<file path="src/rtl/noc_pkg.sv">
// Shared NoC definitions: flit geometry, header field helpers, port indices
// and the round-robin pick used by router output arbiters. The same address
// map is used by the per-GPU network interfaces.
package noc_pkg;

   localparam int DATA_W    = 16;
   localparam int HEADER_W  = 6;
   localparam int LEAF_W    = 2;
   localparam int GROUP_W   = 4;
   localparam int LEAF_LSB  = DATA_W - HEADER_W;   // flit[11:10]
   localparam int GROUP_LSB = LEAF_LSB + LEAF_W;    // flit[15:12]

   // Router port indices: four leaves followed by the spine uplink.
   localparam int NUM_LEAVES = 4;
   localparam int NUM_PORTS  = NUM_LEAVES + 1;
   localparam int LEAF0      = 0;
   localparam int LEAF1      = 1;
   localparam int LEAF2      = 2;
   localparam int LEAF3      = 3;
   localparam int UPLINK     = 4;

   typedef logic [2:0] port_t;

   // Result of one arbitration: whether anything won, and which input.
   typedef struct packed {
      logic  found;
      port_t idx;
   } grant_t;

   function automatic logic [GROUP_W-1:0] hdr_group(input logic [DATA_W-1:0] flit);
      return flit[GROUP_LSB +: GROUP_W];
   endfunction

   function automatic logic [LEAF_W-1:0] hdr_leaf(input logic [DATA_W-1:0] flit);
      return flit[LEAF_LSB +: LEAF_W];
   endfunction

   // Round-robin pick: first requester at or after ptr, wrapping mod NUM_PORTS.
   // Walks from the farthest offset back to the nearest so the nearest wins.
   function automatic grant_t rr_pick(input logic [NUM_PORTS-1:0] req, input port_t ptr);
      grant_t g;
      int     c;
      g = '0;
      for (int off = NUM_PORTS - 1; off >= 0; off--) begin
         c = (int'(ptr) + off) % NUM_PORTS;
         if (req[c]) begin
            g.found = 1'b1;
            g.idx   = port_t'(c);
         end
      end
      return g;
   endfunction

   // Arbiter pointer after a grant to idx: one past the winner, wrapping.
   function automatic port_t next_ptr(input port_t idx);
      return (idx == port_t'(NUM_PORTS - 1)) ? port_t'(0) : idx + port_t'(1);
   endfunction

endpackage

</file>
<file path="src/rtl/group_leaf_router_if.sv">
// Flit bus between the router and its four NIs plus the spine uplink.
// master = the network side feeding the router; slave = the router itself.
interface group_leaf_router_if #(
   parameter int DATA_W = noc_pkg::DATA_W
);
   logic [noc_pkg::NUM_LEAVES*DATA_W-1:0] leaf_data_in;
   logic [noc_pkg::NUM_LEAVES-1:0]        leaf_valid_in;
   logic [noc_pkg::NUM_LEAVES-1:0]        leaf_ready_out;
   logic [noc_pkg::NUM_LEAVES*DATA_W-1:0] leaf_data_out;
   logic [noc_pkg::NUM_LEAVES-1:0]        leaf_valid_out;
   logic [DATA_W-1:0]                     up_data_in;
   logic                                  up_valid_in;
   logic                                  up_ready_out;
   logic [DATA_W-1:0]                     up_data_out;
   logic                                  up_valid_out;
   logic                                  up_ready_in;

   modport master (
      output leaf_data_in, leaf_valid_in, up_data_in, up_valid_in, up_ready_in,
      input  leaf_ready_out, leaf_data_out, leaf_valid_out,
             up_ready_out, up_data_out, up_valid_out
   );

   modport slave (
      input  leaf_data_in, leaf_valid_in, up_data_in, up_valid_in, up_ready_in,
      output leaf_ready_out, leaf_data_out, leaf_valid_out,
             up_ready_out, up_data_out, up_valid_out
   );
endinterface

</file>
<file path="src/rtl/flit_fifo.sv">
// Synchronous flit FIFO with occupancy count. Pushes while full and pops
// while empty are ignored; push and pop together leave the count unchanged.
module flit_fifo #(
   parameter int DATA_W = 16,
   parameter int DEPTH  = 4
) (
   input  logic                           clk,
   input  logic                           reset,
   input  logic                           push,
   input  logic [DATA_W-1:0]              push_data,
   input  logic                           pop,
   output logic [DATA_W-1:0]              head,
   output logic [$clog2(DEPTH+1)-1:0]     count,
   output logic                           full,
   output logic                           empty
);
   localparam int AW = $clog2(DEPTH);
   localparam int CW = $clog2(DEPTH + 1);

   logic [DATA_W-1:0] mem [DEPTH];
   logic [AW-1:0]     wr_ptr;
   logic [AW-1:0]     rd_ptr;
   logic              do_push;
   logic              do_pop;

   assign full    = (count == CW'(DEPTH));
   assign empty   = (count == '0);
   assign do_push = push && !full;
   assign do_pop  = pop && !empty;
   assign head    = mem[rd_ptr];

   // Pointer and occupancy bookkeeping; DEPTH is a power of 2 so pointers wrap naturally.
   // NOTE: state registers use non-blocking (<=) so every flop samples pre-edge values.
   always_ff @(posedge clk or posedge reset) begin
      if (reset) begin
         wr_ptr <= '0;
         rd_ptr <= '0;
         count  <= '0;
      end else begin
         if (do_push) wr_ptr <= wr_ptr + AW'(1);
         if (do_pop)  rd_ptr <= rd_ptr + AW'(1);
         case ({do_push, do_pop})
            2'b10:   count <= count + CW'(1);
            2'b01:   count <= count - CW'(1);
            default: count <= count;
         endcase
      end
   end

   // Flit storage write port.
   // NOTE: storage is deliberately not reset; count/pointers alone define which entries are live.
   always_ff @(posedge clk) begin
      if (do_push) mem[wr_ptr] <= push_data;
   end

endmodule

</file>
<file path="src/rtl/group_leaf_router.sv">
// Four-leaf group router: per-input FIFOs, header routing at each FIFO head,
// and an independent round-robin arbiter per output (4 leaves + uplink).
module group_leaf_router #(
   parameter logic [3:0] GROUP_ID   = 4'd4,
   parameter int         DATA_W     = noc_pkg::DATA_W,
   parameter int         HEADER_W   = noc_pkg::HEADER_W,
   parameter int         FIFO_DEPTH = 4
) (
   input  logic                           clk,
   input  logic                           reset,
   group_leaf_router_if.slave             bus,
   output logic [noc_pkg::NUM_PORTS-1:0]  drop_pulse
);
   import noc_pkg::*;

   localparam int CNT_W = $clog2(FIFO_DEPTH + 1);

   logic [DATA_W-1:0]     push_data [NUM_PORTS];
   logic [DATA_W-1:0]     head      [NUM_PORTS];
   logic [CNT_W-1:0]      count     [NUM_PORTS];
   logic [NUM_PORTS-1:0]  push;
   logic [NUM_PORTS-1:0]  pop;
   logic [NUM_PORTS-1:0]  full;
   logic [NUM_PORTS-1:0]  empty;
   logic [NUM_PORTS-1:0]  full_drop;
   logic [NUM_PORTS-1:0]  head_drop;
   logic [NUM_LEAVES-1:0] leaf_ready;

   port_t                 target [NUM_PORTS];
   logic [NUM_PORTS-1:0]  req    [NUM_PORTS];   // req[output][input]
   grant_t                gnt    [NUM_PORTS];
   port_t                 ptr    [NUM_PORTS];
   logic                  up_stage_free;

   logic [NUM_LEAVES*DATA_W-1:0] leaf_data_q;
   logic [NUM_LEAVES-1:0]        leaf_valid_q;
   logic [DATA_W-1:0]            up_data_q;
   logic                         up_valid_q;

   for (genvar i = 0; i < NUM_PORTS; i++) begin : g_fifo
      flit_fifo #(
         .DATA_W (DATA_W),
         .DEPTH  (FIFO_DEPTH)
      ) u_fifo (
         .clk       (clk),
         .reset     (reset),
         .push      (push[i]),
         .push_data (push_data[i]),
         .pop       (pop[i]),
         .head      (head[i]),
         .count     (count[i]),
         .full      (full[i]),
         .empty     (empty[i])
      );
   end

   // Input side: leaves get a one-cycle-early ready (NI presents a cycle after
   // sampling it); a leaf flit on a full FIFO is discarded in its arrival cycle.
   // NOTE: every always_comb output gets a default first, so no path can infer a latch.
   always_comb begin
      push      = '0;
      full_drop = '0;
      for (int i = 0; i < NUM_LEAVES; i++) begin
         push_data[i]  = bus.leaf_data_in[i*DATA_W +: DATA_W];
         push[i]       = bus.leaf_valid_in[i] && !full[i];
         full_drop[i]  = bus.leaf_valid_in[i] && full[i];
         leaf_ready[i] = (count[i] <= CNT_W'(FIFO_DEPTH - 2));
      end
      push_data[UPLINK] = bus.up_data_in;
      push[UPLINK]      = bus.up_valid_in && !full[UPLINK];
   end

   assign bus.leaf_ready_out = leaf_ready;
   assign bus.up_ready_out   = (count[UPLINK] != CNT_W'(FIFO_DEPTH));

   // Route decode of every FIFO head: drop, local leaf, or uplink.
   always_comb begin
      head_drop = '0;
      for (int o = 0; o < NUM_PORTS; o++) req[o] = '0;
      for (int k = 0; k < NUM_PORTS; k++) begin
         target[k] = port_t'(UPLINK);
         if (!empty[k]) begin
            if (head[k][DATA_W-1 -: HEADER_W] == '0) begin
               head_drop[k] = 1'b1;
            end else if (hdr_group(head[k]) == GROUP_ID) begin
               target[k] = {1'b0, hdr_leaf(head[k])};
            end else if (k == UPLINK) begin
               // Spine traffic must belong to this group; anything else is misrouted.
               head_drop[k] = 1'b1;
            end
            if (!head_drop[k]) req[target[k]][k] = 1'b1;
         end
      end
   end

   // Per-output round-robin arbitration; the uplink only grants into a free or draining stage.
   always_comb begin
      up_stage_free = !up_valid_q || bus.up_ready_in;
      pop           = head_drop;
      for (int o = 0; o < NUM_PORTS; o++) begin
         if (o == UPLINK && !up_stage_free) gnt[o] = rr_pick('0, ptr[o]);
         else                               gnt[o] = rr_pick(req[o], ptr[o]);
         if (gnt[o].found) pop[gnt[o].idx] = 1'b1;
      end
   end

   assign drop_pulse = head_drop | full_drop;

   // Arbiter pointers advance one past each winner and hold otherwise.
   always_ff @(posedge clk or posedge reset) begin
      if (reset) begin
         for (int o = 0; o < NUM_PORTS; o++) ptr[o] <= '0;
      end else begin
         for (int o = 0; o < NUM_PORTS; o++) begin
            if (gnt[o].found) ptr[o] <= next_ptr(gnt[o].idx);
         end
      end
   end

   // Leaf output registers: one-cycle valid pulse per grant, data holds between grants.
   always_ff @(posedge clk or posedge reset) begin
      if (reset) begin
         leaf_valid_q <= '0;
         leaf_data_q  <= '0;
      end else begin
         for (int o = 0; o < NUM_LEAVES; o++) begin
            leaf_valid_q[o] <= gnt[o].found;
            if (gnt[o].found) leaf_data_q[o*DATA_W +: DATA_W] <= head[gnt[o].idx];
         end
      end
   end

   // Uplink output stage: load on grant, hold while stalled, clear once accepted.
   always_ff @(posedge clk or posedge reset) begin
      if (reset) begin
         up_valid_q <= 1'b0;
         up_data_q  <= '0;
      end else if (gnt[UPLINK].found) begin
         up_valid_q <= 1'b1;
         up_data_q  <= head[gnt[UPLINK].idx];
      end else if (bus.up_ready_in) begin
         up_valid_q <= 1'b0;
      end
   end

   assign bus.leaf_valid_out = leaf_valid_q;
   assign bus.leaf_data_out  = leaf_data_q;
   assign bus.up_valid_out   = up_valid_q;
   assign bus.up_data_out    = up_data_q;

endmodule

</file>
<file path="src/flat_wrapper.sv">
// flat-port wrapper written by rule: the top's interface ports become plain ports
module group_leaf_router_flat import noc_pkg::*;
#(
   parameter logic [3:0] GROUP_ID   = 4'd4,
   parameter int         DATA_W     = noc_pkg::DATA_W,
   parameter int         HEADER_W   = noc_pkg::HEADER_W,
   parameter int         FIFO_DEPTH = 4
)
  (clk, reset, drop_pulse, bus_leaf_data_in, bus_leaf_valid_in, bus_up_data_in, bus_up_valid_in, bus_up_ready_in, bus_leaf_ready_out, bus_leaf_data_out, bus_leaf_valid_out, bus_up_ready_out, bus_up_data_out, bus_up_valid_out);
  group_leaf_router_if #(.DATA_W(DATA_W)) bus_i ();
  input  logic clk;
  input  logic reset;
  output logic [noc_pkg::NUM_PORTS-1:0] drop_pulse;
  input wire logic [$bits(bus_i.leaf_data_in)-1:0] bus_leaf_data_in;
  input wire logic [$bits(bus_i.leaf_valid_in)-1:0] bus_leaf_valid_in;
  input wire logic [$bits(bus_i.up_data_in)-1:0] bus_up_data_in;
  input wire logic [$bits(bus_i.up_valid_in)-1:0] bus_up_valid_in;
  input wire logic [$bits(bus_i.up_ready_in)-1:0] bus_up_ready_in;
  output wire logic [$bits(bus_i.leaf_ready_out)-1:0] bus_leaf_ready_out;
  output wire logic [$bits(bus_i.leaf_data_out)-1:0] bus_leaf_data_out;
  output wire logic [$bits(bus_i.leaf_valid_out)-1:0] bus_leaf_valid_out;
  output wire logic [$bits(bus_i.up_ready_out)-1:0] bus_up_ready_out;
  output wire logic [$bits(bus_i.up_data_out)-1:0] bus_up_data_out;
  output wire logic [$bits(bus_i.up_valid_out)-1:0] bus_up_valid_out;
  assign bus_i.leaf_data_in = bus_leaf_data_in;
  assign bus_i.leaf_valid_in = bus_leaf_valid_in;
  assign bus_i.up_data_in = bus_up_data_in;
  assign bus_i.up_valid_in = bus_up_valid_in;
  assign bus_i.up_ready_in = bus_up_ready_in;
  assign bus_leaf_ready_out = bus_i.leaf_ready_out;
  assign bus_leaf_data_out = bus_i.leaf_data_out;
  assign bus_leaf_valid_out = bus_i.leaf_valid_out;
  assign bus_up_ready_out = bus_i.up_ready_out;
  assign bus_up_data_out = bus_i.up_data_out;
  assign bus_up_valid_out = bus_i.up_valid_out;
  group_leaf_router #(.GROUP_ID(GROUP_ID), .DATA_W(DATA_W), .HEADER_W(HEADER_W), .FIFO_DEPTH(FIFO_DEPTH)) u_core (.clk(clk), .reset(reset), .bus(bus_i), .drop_pulse(drop_pulse));
endmodule
</file>
<file path="config.mk">
export PLATFORM = sky130hd
export DESIGN_NAME = group_leaf_router_flat
export DESIGN_NICKNAME = d
export VERILOG_FILES = /design/src/rtl/noc_pkg.sv /design/src/rtl/group_leaf_router_if.sv /design/src/rtl/flit_fifo.sv /design/src/rtl/group_leaf_router.sv /design/src/flat_wrapper.sv
export SDC_FILE = /design/constraint.sdc
export NUM_CORES = 1
export LEC_CHECK = 0
export CAP_MARGIN = 5
export CELL_PAD_IN_SITES_DETAIL_PLACEMENT = 0
export CELL_PAD_IN_SITES_GLOBAL_PLACEMENT = 2
export CORE_MARGIN = 2
export CORE_UTILIZATION = 42
export CTS_BUF_LIST = sky130_fd_sc_hd__clkbuf_16
export CTS_CLUSTER_SIZE = 12
export DETAILED_ROUTE_END_ITERATION = 10
export PLACE_DENSITY = 0.9
export SYNTH_ARGS = -nofsm -noshare
export SYNTH_HDL_FRONTEND = slang
export SYNTH_SLANG_ARGS = --single-unit
</file>
<file path="constraint.sdc">
create_clock -name clk -period 15.45 [get_ports clk]
set_input_delay 3.09 -clock clk [delete_from_list [all_inputs] [get_ports clk]]
set_output_delay 3.09 -clock clk [all_outputs]
set_load 0.01 [all_outputs]
</file>
==> results.json <==
{
  "outcome": "finished clean",
  "num_vias": 19956,
  "grt_max_degree": 79,
  "ys_seq_area_share_pct": 48.11,
  "rows": 92,
  "reg2regPathDepth": 26,
  "hold_viol": 0,
  "routed_wl_um": 79860,
  "first_iter_violations": 1795,
  "top_layer": "met4",
  "cp-end-kind": "flop",
  "postCtsSetupBuffers": 0,
  "synthFlopType": "edfxtp_1",
  "synth_largest_area_cell": "edfxtp_1",
  "start_util_pct": 42.64,
  "fin_nets": 2705,
  "crit_required_ps": 15920,
  "synth-async-reset-ratio_pct": 29.67,
  "clock_latency_ps": 610,
  "final_common_cell": "edfxtp_1",
  "r2r_setup_slack_ps": 7590,
  "ys_ff_latch": 455,
  "cts_root_buffer": "clkbuf_16",
  "finalCritPeriodShare_pct": 50.88,
  "synthDistinctLibCells": 105,
  "cts_tree": "yes",
  "avgSynthCellArea_um2": 11.64,
  "cap_violations": 0,
  "min_path_cells": 1,
  "synth-edff-count": 320,
  "synth.area.top_cells": "edfxtp_1 36%, dfrtp_1 13%, mux4_2 6.4%",
  "pin_count": 183,
  "clock.fmax_ghz": 0.1272,
  "dp_slack_ps": 7857,
  "tightest_slew_ps": 1305,
  "crit_fanout": 20,
  "grt_pass1_vias": 19630,
  "slew-limit-headroom_pct": 11.80,
  "drive_above_1_share_pct": 10.70,
  "post-route-drc-count": 0,
  "synth.cell_area_um2": 26990,
  "dieArea_um2": 66320,
  "cts.path.max_buffers": 3,
  "instances_no_fill": 3360,
  "cts_inserted_buffers": 49,
  "drt_pre_antenna_iters": 6,
  "route.met2.wl_um": 37750,
  "hp-class": "reg -> reg",
  "dp_cells": 3268,
  "fin_util_pct": 49.22,
  "vias_per_cell": 5.939,
  "grt_overflow": 0,
  "crit_start": "u_core.ptr[12]",
  "grt.total_usage_pct": 23.52,
  "tns_ps": 0,
  "yosys_warnings": 0,
  "fp.dieW_um": 257.5,
  "die_h_um": 257.5,
  "setup_viol": 0,
  "coreArea_um2": 63310,
  "fillers": 5542,
  "antenna_found_initial": 0,
  "cp.arrival_ps": 8330,
  "skew_ps": 30.46,
  "layout_common_cells": "320 x edfxtp_1, 182 x clkdlybuf4s50_1, 140 x nor2_1",
  "fin_crit_ps": 7861,
  "start_kind": "flop",
  "cts.repair.resized": 0,
  "gp_congestion": 0.9286,
  "reg2reg_from": "u_core.ptr[12]",
  "worstSetupPathType": "reg -> reg",
  "drv_slew": 0,
  "finalWorstSetupSlack_ps": 7589,
  "hpwlAfterDp_um": 59720,
  "io_buffer_count": 182,
  "clk_pin_slew_ps": 70,
  "clock_sinks": 455,
  "cts_hold_buf": 0,
  "num_antenna_cells": 0,
  "ant_nets": 0,
  "min_from": "u_core.bus.leaf_data_out[14]",
  "synth_nets": 2552,
  "grt_first_pass_wirelength_um": 120300,
  "grt_setup_unrepaired": "false",
  "synth.top_cell.area_share_pct": 35.60,
  "area_growth_syn_to_layout_pct": 15.43,
  "wl_per_cell_um": 23.77,
  "wl_met3_um": 5376,
  "wl_met1_um": 34410,
  "htreeDepth": 2,
  "syn_inst": 2320
}
[metrics by stage]
step	hold WS (ps)	cell area, µm²
finish	471.2	31160
global route	492.5	31160
CTS	469.2	31160
detailed placement	455.5	29620
global placement	454.7	29620
floorplan	464.3	26990
[critical path, cell delays in order (launching register included)]
cell and delay, ps:
dfrtp_1 770, inv_2 280, ha_1 540, clkinv_1 360, ha_1 330, nor3_1 410
nor2_1 120, xnor2_1 320, ha_1 240, nor2b_1 220, nor3_1 80, a31o_2 260
a211oi_1 490, mux2i_1 200, a22o_1 300, or4_1 600, a31oi_4 490, inv_2 230
nand2_4 170, or3_1 200, nand4_1 200, ha_1 290, inv_1 80, fa_1 180
xor2_1 150, nor2_1 60, xor2_1 140
[state kept, by name, summed over array words and instances (netlist names)]
signal / cells
u_core.bus.leaf_data_out: 64
u_core.g_fifo.u_fifo.wr_ptr: 10
u_core.g_fifo.u_fifo.mem: 320
u_core.g_fifo.u_fifo.count: 15
u_core.g_fifo.u_fifo.rd_ptr: 10
u_core.bus.up_valid_out: 1
u_core.bus.leaf_valid_out: 4
u_core.bus.up_data_out: 16
u_core.ptr: 15
[cells by family (layout without fill, tap and decap cells)]
logic type                 count (synthesis)  after routing  share of synthesized area, %
xor gates and xnor gates                  71             71                         2.331
adders and majority gates                144            144                         6.869
AOI/OAI and AO/OA                        564            564                         14.56
DFF                                      455            455                         48.11
muxes                                    214            214                         11.80
buffers and inverters                    235            429                         3.569
and+or+nand+nor                          637            637                         12.76
[worst paths after layout]
| path | end |
|---|---|
| worst max-delay path | u_core.g_fifo[0].u_fifo.count[2] |
| worst min register to register | u_core.bus.leaf_data_out[14] |
| worst max register to register | u_core.g_fifo[0].u_fifo.count[2] |
| min in group asynchronous | u_core.bus.leaf_valid_out[0] |
| max in group asynchronous | u_core.g_fifo[0].u_fifo.count[2] |
| worst min-delay path | u_core.bus.leaf_data_out[14] |
[per-layer routing]
layer	vias to the layer above	GRT usage (%)
li1	9167	-
met1	9947	31.97
met2	703	38.10
met3	139	4.423
met4	0	7.595
met5	-	0
[area by class of cell]
class | count | area [µm²] | share of cell area [%]
inverters | 130 | 494.2 | 1.586
flip-flops and latches | 455 | 12990 | 41.68
well taps | 846 | 1059 | 3.397
clock buffers | 50 | 1251 | 4.016
clock inverters | 42 | 289.0 | 0.9276
repair buffers | 207 | 2009 | 6.449
multi-input cells | 1630 | 13070 | 41.94
[synth_stat cells, types with 18 or more instances]
| cell | n |
|---|---|
| or2_2 | 18 |
| and3_1 | 20 |
| ha_1 | 137 |
| xnor2_1 | 54 |
| a21oi_1 | 118 |
| o22ai_1 | 22 |
| nand2_1 | 134 |
| dfrtp_1 | 135 |
| nand3_1 | 39 |
| inv_1 | 118 |
| or3_1 | 30 |
| nor3_1 | 46 |
| nor2_1 | 140 |
| mux2i_1 | 104 |
| nand2b_1 | 45 |
| mux4_2 | 77 |
| and2_1 | 37 |
| edfxtp_1 | 320 |
| clkbuf_1 | 68 |
| a211oi_1 | 19 |
| nand4_1 | 18 |
| o21ai_0 | 116 |
| a22o_1 | 29 |
| mux2_2 | 29 |
Power is left out: the tool's default activity adds up to more than one toggle a clock period on the data nets, which glitch-free logic cannot reach.
